<file path="src/rtl/sa_result_drain.sv">
// Captures a 4x4 tile of 32-bit array results on start and drains the valid sub-tile
// one word per handshake, in row- or column-major order, with index and last tags.
module sa_result_drain #(
  parameter bit COL_MAJOR = 1'b0
) (
  input  logic         clk,
  input  logic         rst,
  input  logic         start,
  input  logic [511:0] ans,
  input  logic [1:0]   rows_m1,
  input  logic [1:0]   cols_m1,
  output logic         acc_clear,
  output logic [31:0]  out_data,
  output logic [1:0]   out_row,
  output logic [1:0]   out_col,
  output logic         out_valid,
  input  logic         out_ready,
  output logic         out_last,
  output logic         busy,
  output logic         done
);

  typedef enum logic {IDLE, DRAIN} state_t;

  state_t       state_q, state_d;
  logic [511:0] data_q, data_d;
  logic [1:0]   rows_q, rows_d;
  logic [1:0]   cols_q, cols_d;
  logic [1:0]   r_q, r_d;
  logic [1:0]   c_q, c_d;
  logic         acc_clear_q, acc_clear_d;
  logic         done_q, done_d;

  logic         at_last;
  logic [8:0]   word_idx;

  assign at_last  = (r_q == rows_q) && (c_q == cols_q);
  // r*128 + (3-c)*32; for a 2-bit c, 3-c is simply ~c
  assign word_idx = {r_q, ~c_q, 5'b0};

  always_comb begin
    state_d     = state_q;
    data_d      = data_q;
    rows_d      = rows_q;
    cols_d      = cols_q;
    r_d         = r_q;
    c_d         = c_q;
    acc_clear_d = 1'b0;
    done_d      = 1'b0;
    case (state_q)
      IDLE: begin
        if (start) begin
          data_d      = ans;
          rows_d      = rows_m1;
          cols_d      = cols_m1;
          r_d         = 2'd0;
          c_d         = 2'd0;
          acc_clear_d = 1'b1;
          state_d     = DRAIN;
        end
      end
      DRAIN: begin
        if (out_ready) begin
          if (at_last) begin
            state_d = IDLE;
            done_d  = 1'b1;
          end else if (COL_MAJOR) begin
            if (r_q == rows_q) begin
              r_d = 2'd0;
              c_d = c_q + 2'd1;
            end else begin
              r_d = r_q + 2'd1;
            end
          end else begin
            if (c_q == cols_q) begin
              c_d = 2'd0;
              r_d = r_q + 2'd1;
            end else begin
              c_d = c_q + 2'd1;
            end
          end
        end
      end
      default: state_d = IDLE;
    endcase
  end

  always_ff @(posedge clk or negedge rst) begin
    if (!rst) begin
      state_q     <= IDLE;
      data_q      <= '0;
      rows_q      <= 2'd0;
      cols_q      <= 2'd0;
      r_q         <= 2'd0;
      c_q         <= 2'd0;
      acc_clear_q <= 1'b0;
      done_q      <= 1'b0;
    end else begin
      state_q     <= state_d;
      data_q      <= data_d;
      rows_q      <= rows_d;
      cols_q      <= cols_d;
      r_q         <= r_d;
      c_q         <= c_d;
      acc_clear_q <= acc_clear_d;
      done_q      <= done_d;
    end
  end

  assign out_valid = (state_q == DRAIN);
  assign busy      = (state_q == DRAIN);
  assign out_last  = (state_q == DRAIN) && at_last;
  assign out_data  = data_q[word_idx +: 32];
  assign out_row   = r_q;
  assign out_col   = c_q;
  assign acc_clear = acc_clear_q;
  assign done      = done_q;

endmodule

</file>
<file path="config.mk">
export PLATFORM = sky130hd
export DESIGN_NAME = sa_result_drain
export DESIGN_NICKNAME = d
export VERILOG_FILES = /design/src/rtl/sa_result_drain.sv
export SDC_FILE = /design/constraint.sdc
export NUM_CORES = 1
export LEC_CHECK = 0
export BUFFER_PORTS_ARGS = -buffer_cell sky130_fd_sc_hd__buf_4
export CORE_MARGIN = 2
export CORE_UTILIZATION = 35
export DETAILED_ROUTE_END_ITERATION = 10
export SYNTH_ARGS = -nofsm -noshare
export SYNTH_HDL_FRONTEND = slang
export SYNTH_SLANG_ARGS = --single-unit
</file>
<file path="constraint.sdc">
create_clock -name clk -period 2.88 [get_ports clk]
set_input_delay 0.288 -clock clk [delete_from_list [all_inputs] [get_ports clk]]
set_output_delay 0.288 -clock clk [all_outputs]
set_load 0.1 [all_outputs]
</file>
# After elaboration in Yosys (flattened, before gate mapping)
# Cells that the tools add are included.
[totals]
inputBits = 520
regBits = 523
[classes]
n_mux = 17
n_eq_ne = 6
addsub = 2
shifts = 1
n_reduce_logical = 5
bitwise_logic = 2
[op_table]
columns = ["operator", "n"]
rows = [
  ["$shiftx A512 B10 Y32", 1],
  ["$mux W2", 7],
  ["$pmux W2 S2", 2],
  ["$mux W1", 7],
  ["$ne A2 B2 Y1 const B", 3],
  ["$add A2 B1 Y2 const B", 2],
  ["$eq A2 B2 Y1", 2],
  ["$reduce_and A4 Y1", 1],
  ["$reduce_and A3 Y1", 1],
  ["$logic_and A1 B1 Y1", 2],
  ["$ne A2 B1 Y1 const B", 1],
  ["$not A2 Y2", 1],
  ["$pmux W1 S2", 1],
  ["$reduce_and A2 Y1", 1],
  ["$not A1 Y1", 1],
]

# Logic depth before layout (Yosys ltp)
# Gate-level depths: netlist (run 1).
[logic_depth]
depth_word = 5
depth_mapped = 7
depth_no_buf = 4

# Worst setup path before layout (run 1)
# Ideal clock, no wire load.
[synth_timing]
path_type = "flip-flop to flip-flop"
startpoint = "register c_q[0] (netlist: out_col[0])"
endpoint = "register state_q (netlist: busy)"
stages_incl_launch_ff = 7
required_time_ns = 2.689
setup_slack_ns = -0.432
arrival_time_ns = 3.121
n_path_buf = 2
cell_sequence = "dfrtp_1 -> buf_6 -> clkbuf_4 -> xnor2_2 -> nand2_1 -> nor2_1 -> a21oi_1"
[synth_via]
elab_chain_cells = 5
[synth_lines]
columns = ["element", "line", "source"]
rows = [
  ["from (decl)", "30", "logic [1:0] c_q, c_d;"],
  ["from (signal assigned)", "95", "c_q <= 2'd0;"],
  ["from (signal assigned)", "104", "c_q <= c_d;"],
  ["$eq A2 B2 Y1", "37", "assign at_last = (r_q == rows_q) && (c_q == cols_q);"],
  ["$logic_and A1 B1 Y1", "37", ""],
  ["$mux W1", "64", "if (at_last) begin"],
  ["$mux W1", "63", "if (out_ready) begin"],
  ["$pmux W1 S2", "50", "case (state_q)"],
  ["via state_d", "25", "state_t state_q, state_d;"],
  ["to (signal assigned)", "99", "state_q <= state_d;"],
  ["to (decl)", "25", ""],
]
# The timed path passes the listed nets, and every way through them passes these cells.
# A chain may end at the register's enable or synchronous reset.

# Worst setup path after layout (run 1)
[layout_timing]
startpoint = "register c_q[0] (netlist: out_col[0])"
endpoint = "output port out_data[8]"
[layout_via]
elab_chain_cells = 2
[layout_lines]
columns = ["element", "line", "source"]
rows = [
  ["$not A2 Y2", "39", "assign word_idx = {r_q, ~c_q, 5'b0};"],
  ["$shiftx A512 B10 Y32", "113", "assign out_data = data_q[word_idx +: 32];"],
  ["to (decl)", "13", "output logic [31:0] out_data,"],
]
# No other way between the ends.

==> results of run 1 <==
-- metal layers --
layer / GRT usage (%) / vias up / share of wire, %
li1: - / 7611 / -
met1: 30.4 / 9050 / 41
met2: 41.4 / 600 / 49
met3: 5.72 / 147 / 6.3
met4: 9.31 / 8 / 3.8
met5: 0 / - / 0.070
-- cells in the mapped netlist (2+ instances only) --
cell type,instances,share of area [%]
a21oi_1,2,0.043
a22oi_1,64,2.0
a31oi_1,2,0.053
and2_1,3,0.080
buf_12,10,0.85
buf_2,53,1.1
buf_4,13,0.41
buf_6,2,0.096
clkbuf_1,25,0.40
dfrtp_1,523,56
inv_1,5,0.080
mux2_1,515,25
mux4_1,48,5.4
mux4_2,80,7.7
nand2_1,36,0.57
nand4_1,2,0.053
nor2_1,4,0.064
nor2b_1,4,0.11
o21ai_1,2,0.043
xnor2_1,3,0.11
-- cells by family (layout without fill, tap and decap cells) --
group | after synthesis | after routing | synth area share, %
buffers and inverters | 111 | 1293 | 3.08
AOI/OAI and AO/OA | 76 | 76 | 2.41
DFF | 523 | 523 | 55.6
and+or+nand+nor | 51 | 51 | 0.920
other | 0 | 11 | 0
xor gates and xnor gates | 4 | 4 | 0.181
muxes | 645 | 645 | 37.8
-- stage by stage --
stage                     TNS (ps)  instances  utilization, %  total power [uW]  setup slack [ps]
final                         -242       3476            56.0             44100             -55.9
after global routing         -2540       3475            56.0             46100              -124
after CTS                    -1690       3458            55.8             44000             -99.4
after detailed placement         0       2805            43.4             32500               363
after global placement           0       2805            43.4             32100               395
after floorplan                  0       1410               -             26100               124
-- worst min path at each step --
stage	cells after the start	end	slack (ps)	startpoint
after floorplan	0	acc_clear	-8	rst
after global placement	1	data_q[457]	320	rst
final	4	out_row[1]	240	start
after detailed placement	1	data_q[457]	330	rst
after CTS	4	out_row[1]	200	start
after global routing	4	rows_q[0]	270	start
-- power breakdown --
group	switching [uW]	total, uW	leakage (uW)	internal (uW)
sequential	2120	13200	0.00634	11100
combinational	12500	22800	0.00926	10300
clock	3180	8060	0.00101	4880
-- cells in the final DEF, fill, tap and decap left out, types with 3 or more instances in the layout --
cell and count:
clkbuf_1 12, clkinv_2 9, a22oi_1 7, mux2_1 515, buf_4 571, clkbuf_8 16
buf_6 24, buf_16 10, buf_8 12, buf_12 42, dlygate4sd3_1 519, nand2_2 27
a22oi_2 57, nor2b_4 3, bufinv_16 8, mux4_1 29, clkinvlp_4 3, clkbuf_16 60
nand2_1 5, mux4_2 99, nand2_4 4, diode_2 11, xnor2_1 3, inv_1 5
dfrtp_1 521
-- timing repair --
item | 4_1_cts | 5_1_grt
gates resized for setup | 154 | 46
pin swaps | 20 | 19
hold buffers | 519 | 0
setup buffers | 20 | 10
gates cloned | 7 | 1
endpoints found under the setup margin | 32 | 33
hold endpoints to repair | 565 | 0
-- layout make-up --
| class | instances | area share, % |
|---|---|---|
| Clock inverter | 22 | 0.869 |
| Multi-Input combinational cell | 776 | 26.9 |
| Inverter | 5 | 0.0501 |
| Tap cell | 873 | 2.92 |
| Antenna cell | 11 | 0.0735 |
| Timing Repair Buffer | 1179 | 29.6 |
| Sequential cell | 523 | 35.0 |
| Clock buffer | 87 | 4.65 |
-- critical path: cells and delay by family (launching register included) --
kind / cells / cell delay [ps]
AO/OA/AOI/OAI: 1 / 200
buffers and inverters: 4 / 690
flip-flops: 1 / 480
multiplexers: 1 / 610
AND/OR/NAND/NOR: 1 / 50
-- registers in the layout (all words and copies together) (netlist names) --
register	count
acc_clear	1
out_col	2
busy	1
out_row	2
rows_q	2
data_q	512
cols_q	2
done	1
==> out/summary.txt, run 1 <==
final-layout fill cell count = 5274
vias in the first global route = 19600
CTS buffer count = 59
Setup CP Type = reg -> out
register area share after synthesis = 55.6%
Die H = 263 um
Critical Path End Type = output pin
Worst VDD drop = 0.00100 V
Worst setup endpoint = out_data[8]
clock period minus worst slack = 2940 ps
worst r2r dst = busy
worst r2r src = out_col[0]
die area = 0.0693 mm2
final-report max-slew violation count = 0
DR iter-0 viols = 960
CTS HTree Levels = 2
max-cap violation count = 0
worst skew pair latency = 610 ps
initial core utilization = 35.2%
Top FF cell, synth = dfrtp_1
max frequency = 341 MHz
first-pass GRT wire length = 126000 um
slew margin rel. = 53.4%
vias per inst = 5.01
Async SR Flop Fraction = 100%
RSZ-0062 raised after global routing = true
Most Frequent Cell on Critical Path = buf_6
clk slew on worst S/H paths = 60 ps
width of the chip = 263 um
final hold slack = 239 ps
status = finished with violations
Leak Pwr = 0.0166 uW
Final Hold Fails = 0
routed via count = 17400
Synthesized Nets = 1930
Setup crit start = out_col[0]
cells on worst reg2reg path = 8
DR WL/cell = 24.4 um
DP Wirelength = 58700 um
I/O pin count = 561
worst endpoint required time = 2590 ps
root buffer cell = clkbuf_16
Pwr Density = 1180 mW/mm2
GRT overflow = 0
hold crit path type = in -> reg
Layout area overhead = 59.1%
Gate Count Post-Synth = 1410
slowest cell on the critical path = mux4_1
maximum clock path buffer count = 3
synthesized cell area = 0.0235 mm2
Final nets = 3064
Design Area, Final = 0.0374 mm2
Yosys cell types = 34
DRT Pass-1 Iters = 5
gp weighted congestion = 0.868
clk_skew = 22.2 ps
share of cells above drive strength 1 = 36.8%
TritonCTS clock tree = built
global-route usage over all layers = 24.4%
worst-margin pin slew = 697 ps
clk sinks = 523
max incr delay on CP = 610 ps
Post-synth EDFFs = 0
worst-path fanout max = 7
post-route ant nets = 0
area taken by multi-input logic gates = 0.0101 mm2
Placed Area = 0.0290 mm2
yosys warns = 0
Post-Route WL = 84800 um
Core ar. = 0.0668 mm2
Reg area = 0.0131 mm2
port buffer count = 560
Core Rows = 95
data arrival time of the worst path = 2650 ps
failing checks = negative setup slack
final worst setup slack = -55.9 ps
DR DRC count = 0
# setup viols final = 14
R2R setup slack = 510 ps
startpoint types = flop
CP cell instances = buf_6 > clkbuf_16 > mux4_1 > a22oi_2 > buf_6 > nand2_2 > buf_6
Seq cells post-synth = 523
Mean Syn Cell Area = 16.7 um2
initial antenna violation count = 16
crit share post-route = 102%
pin count of the biggest net entering global routing = 107
Note: power is estimated with default switching activity, not from simulation.
==> inputs of run 2 (changes only) <==
--- a/config.mk
+++ b/config.mk
@@ -12,3 +12,4 @@
 export SYNTH_ARGS = -nofsm -noshare
 export SYNTH_HDL_FRONTEND = slang
 export SYNTH_SLANG_ARGS = --single-unit
+export TNS_END_PERCENT = 30
==> run 2 against run 1 <==
  * The run still ends with negative setup slack left
  * Sequential share of layout area is essentially flat
  * Utilization is essentially flat
  * Global-route usage shrank 0.98 points
  * Highest routed layer unchanged
  * Fmax shrank 2.3%
==> out/summary.txt, run 2 (same netlist as run 1, synthesis figures left out) <==
status = finished with violations
failing checks = negative setup slack
Critical Path End Type = output pin
maximum clock path buffer count = 3
Setup WS pre-CTS = 323 ps
max reg flops = 512
DR DRC count = 0
routed via count = 17200
Reg area = 0.0131 mm2
vias per inst = 4.94
worst-margin pin slew = 837 ps
Design Area, Final = 0.0374 mm2
Setup CP Type = reg -> out
post-route ant nets = 0
sequential share of power = 30.2%
Cell Int Power = 25800 uW
fin util = 56.0%
port buffer count = 560
slew margin rel. = 44.1%
hold crit path type = in -> reg
Combinational Power Share = 52.3%
commonest non-fill, non-tap cell in the layout = buf_4
first-pass GRT wire length = 122000 um
clock network fraction of design power = 17.5%
Pwr Density = 1150 mW/mm2
Setup crit start = out_col[0]
Final nets = 3073
worst r2r src = out_col[0]
die area = 0.0693 mm2
startpoint types = flop
Core Rows = 95
GRT overflow = 0
RSZ-0062 raised after global routing = true
initial core utilization = 35.2%
# setup viols final = 26
CTS buffer count = 57
DR iter-0 viols = 923
crit share post-route = 104%
clk sinks = 523
pin count of the biggest net entering global routing = 87
DRT Pass-1 Iters = 5
max-cap violation count = 0
DP Wirelength = 56600 um
clk slew on worst S/H paths = 60 ps
commonest cells after routing, fill and taps aside = 576 x buf_4, 521 x dfrtp_1, 519 x dlygate4sd3_1, 515 x mux2_1, 92 x mux4_2
initial antenna violation count = 18
final-layout fill cell count = 5219
Post-Route WL = 81500 um
width of the chip = 263 um
data arrival time of the worst path = 2720 ps
vias in the first global route = 19600
worst skew pair latency = 610 ps
CTS HTree Levels = 2
worst endpoint required time = 2590 ps
Final Hold Fails = 0
DR WL/cell = 23.4 um
Worst VDD drop = 0.00114 V
Most flops, register = data_q
Core ar. = 0.0668 mm2
gp weighted congestion = 0.841
max frequency = 333 MHz
root buffer cell = clkbuf_16
clock period minus worst slack = 3010 ps
share of cells above drive strength 1 = 35.8%
clk_skew = 20.9 ps
Layout area overhead = 59.1%
final hold slack = 246 ps
min-delay src = start
TritonCTS clock tree = built
NetSw = 17400 uW
area taken by multi-input logic gates = 0.0100 mm2
global-route usage over all layers = 23.5%
final-report max-slew violation count = 0
Leak Pwr = 0.0167 uW
switch share = 40.4%
Placed Area = 0.0290 mm2
Die H = 263 um
worst-path fanout max = 11
I/O pin count = 561
final worst setup slack = -126 ps
==> run 2: changes by cell type in the layout (fill, tap and decap cells not counted), sizes merged <==
cell      change
clkinvlp      -3
diode         +4
bufbuf        +1
bufinv        -3
clkinv        +1
buf          +10
==> run 2: area by class of cell <==
| class | instances | area share [%] |
|---|---|---|
| clock inverters | 17 | 0.652 |
| well taps | 873 | 2.92 |
| repair buffers | 1190 | 30.0 |
| diodes | 15 | 0.100 |
| inverters | 5 | 0.0502 |
| clock buffers | 87 | 4.54 |
| flip-flops and latches | 523 | 35.0 |
| multi-input cells | 776 | 26.7 |
==> run 2: path summary, 6_finish.rpt <==
path | slack, ps | depth (start not counted) | endpoint
hold / removal | 250 | 4 | out_row[1]
min in group asynchronous | 310 | 2 | data_q[460]
hold reg to reg | 480 | 1 | data_q[456]
setup reg to reg | 730 | 7 | busy
setup / recovery | -130 | 8 | out_data[6]
max in group asynchronous | 1670 | 3 | data_q[412]
==> run 2: per-stage QoR <==
step | setup TNS [ps] | instances | total power (uW)
after global routing | -4040 | 3484 | 45200
after floorplan | -239 | 1410 | 25900
after CTS | -3710 | 3456 | 42700
final | -1600 | 3486 | 43200
after detailed placement | 0 | 2805 | 32100
after global placement | 0 | 2805 | 31700
==> run 2: power by group through the flow <==
stage               Combinational [uW]  Sequential, uW  Clock, uW
floorplan                        13500           12400          0
global placement                 18700           13000          0
detailed placement               19000           13200          0
CTS                              21800           13100       7740
global route                     23700           13500       8050
finish                           22600           13100       7570
==> run 2: layer usage <==
layer  part of all wire (%)  track usage [%]  vias up
met5                  0.087                0        -
met4                    3.1             8.14       10
met3                    5.9             5.32      132
met2                     50             39.8      575
met1                     41             29.5     8862
li1                       -                -     7648
==> run 2: timing repair <==
item / 4_1_cts / 5_1_grt
gates resized for setup: 118 / 53
endpoints found under the setup margin: 32 / 32
endpoints found under the hold margin: 587 / 0
buffers inserted: 21 / 15
cloned: 7 / 1
hold buffers: 519 / 0
pin swaps: 19 / 23
==> run 2: worst max-delay path, stage by stage (launching register included) <==
cell     delay [ps]
dfrtp_4         500
buf_12          170
buf_12          130
buf_16          140
mux4_2          500
a22oi_1         220
buf_4           180
nand2_1          80
buf_6           190
==> inputs of run 3 (changes only) <==
==> constraint.sdc (replaced) <==
create_clock -name clk -period 2.4 [get_ports clk]
set_input_delay 0.24 -clock clk [delete_from_list [all_inputs] [get_ports clk]]
set_output_delay 0.24 -clock clk [all_outputs]
set_load 0.1 [all_outputs]
==> run 3 against run 2 <==
  * The run still ends with negative setup slack left
  * Critical path depth fell by 1
  * Power rose by 21%
  * Worst setup slack got worse by 390 ps
  * Critical endpoint is now out_data[22]
==> out/summary.txt, run 3 (same netlist as run 1, synthesis figures left out) <==
Post-Route WL = 82700 um
failing checks = negative setup slack
Placed Area = 0.0293 mm2
share of cells above drive strength 1 = 36.5%
TritonCTS clock tree = built
Die H = 263 um
hold crit path type = in -> reg
vias per inst = 4.94
R2R setup slack = 120 ps
first-pass GRT wire length = 123000 um
Worst VDD drop = 0.00140 V
cells on worst reg2reg path = 8
commonest cells after routing, fill and taps aside = 565 x buf_4, 519 x dfrtp_1, 519 x dlygate4sd3_1, 515 x mux2_1, 96 x mux4_2
DRT Pass-1 Iters = 4
Pwr Density = 1400 mW/mm2
switch share = 40.5%
I/O pin count = 561
hold path cells = 4
clock network fraction of design power = 16.8%
max reg flops = 512
worst-margin pin slew = 674 ps
pin count of the biggest net entering global routing = 76
initial antenna violation count = 19
Setup TNS = -14530 ps
width of the chip = 263 um
Combinational Power Share = 53.0%
post-route ant nets = 0
worst-path fanout max = 6
worst endpoint required time = 2160 ps
sequential share of power = 30.3%
Leak Pwr = 0.0165 uW
Core Rows = 95
NetSw = 21100 uW
max-cap violation count = 0
slew margin rel. = 55.0%
RSZ-0062 raised after global routing = true
status = finished with violations
data arrival time of the worst path = 2670 ps
Most flops, register = data_q
global-route usage over all layers = 23.8%
DR WL/cell = 23.8 um
commonest non-fill, non-tap cell in the layout = buf_4
Critical Path End Type = output pin
Layout area overhead = 58.7%
GRT overflow = 0
Final Hold Fails = 0
die area = 0.0693 mm2
final-report max-slew violation count = 0
port buffer count = 560
CTS buffer count = 59
maximum clock path buffer count = 3
CTS HTree Levels = 2
startpoint types = flop
worst skew pair latency = 620 ps
routed via count = 17200
crit share post-route = 121%
Cell Int Power = 31000 uW
Final nets = 3066
root buffer cell = clkbuf_16
final worst setup slack = -511 ps
initial core utilization = 35.2%
Setup CP Type = reg -> out
clk slew on worst S/H paths = 60 ps
vias in the first global route = 19500
gp weighted congestion = 0.848
max frequency = 343 MHz
DR iter-0 viols = 844
# setup viols final = 33
final-layout fill cell count = 5230
clk_skew = 22.7 ps
Setup WS pre-CTS = -47.4 ps
clock period minus worst slack = 2910 ps
Core ar. = 0.0668 mm2
DR DRC count = 0
Design Area, Final = 0.0373 mm2
clk sinks = 523
DP Wirelength = 58200 um
## run 3: critical path, stage by stage (launching register included)
cell	delay, ps
dfrtp_4	540
buf_12	180
buf_12	130
mux4_2	550
a22oi_2	220
buf_4	180
nand2_2	60
buf_8	170
## run 3: per-stage QoR
stage	total power [uW]	instances	hold WS, ps	utilization, %
after CTS	51400	3458	113	55.3
after floorplan	31500	1410	-55.6	-
after global routing	54600	3475	155	55.9
after global placement	38900	2824	283	43.8
final	52100	3476	152	55.9
after detailed placement	39400	2824	280	43.8
## run 3: area by class of cell
class | instances | area [um2] | area share [%]
antenna | 14 | 35.0 | 0.0938
clock buffer | 87 | 1690 | 4.53
clock inverter | 17 | 151 | 0.406
inverter | 5 | 18.8 | 0.0503
multi-input combinational | 776 | 10100 | 27.2
sequential | 523 | 13100 | 35.1
tap | 873 | 1090 | 2.93
timing repair buffer | 1181 | 11100 | 29.7
## run 3: metal layers
metal  wire length (um)  up-vias  GRT usage (%)
li1                   -     7611              -
met1              33900     8802           30.0
met2              40600      581           40.5
met3               5090      174           5.10
met4               3060       14           8.39
met5                 85        -              0
## run 3: repair_timing
action	in CTS	in global routing
resized for setup	134	74
setup endpoints to repair	33	33
setup buffers	7	5
hold buffers	519	0
hold endpoints to repair	574	0
pin swaps	13	28
cloned	4	2
## run 3: final timing paths
kind | startpoint | endpoint
min in group asynchronous | rst | data_q[359]
worst max register to register | out_col[0] | busy
worst min register to register | data_q[497] | data_q[497]
worst max-delay path | out_col[0] | out_data[22]
max in group asynchronous | rst | data_q[285]
worst min-delay path | start | out_row[1]
## run 3: power by group through the flow
stage / logic [uW] / registers [uW] / clock network (uW)
global route: 29000 / 16300 / 9340
floorplan: 16500 / 15000 / 0
global placement: 23200 / 15600 / 0
finish: 27600 / 15800 / 8740
CTS: 26700 / 15700 / 8950
detailed placement: 23600 / 15800 / 0
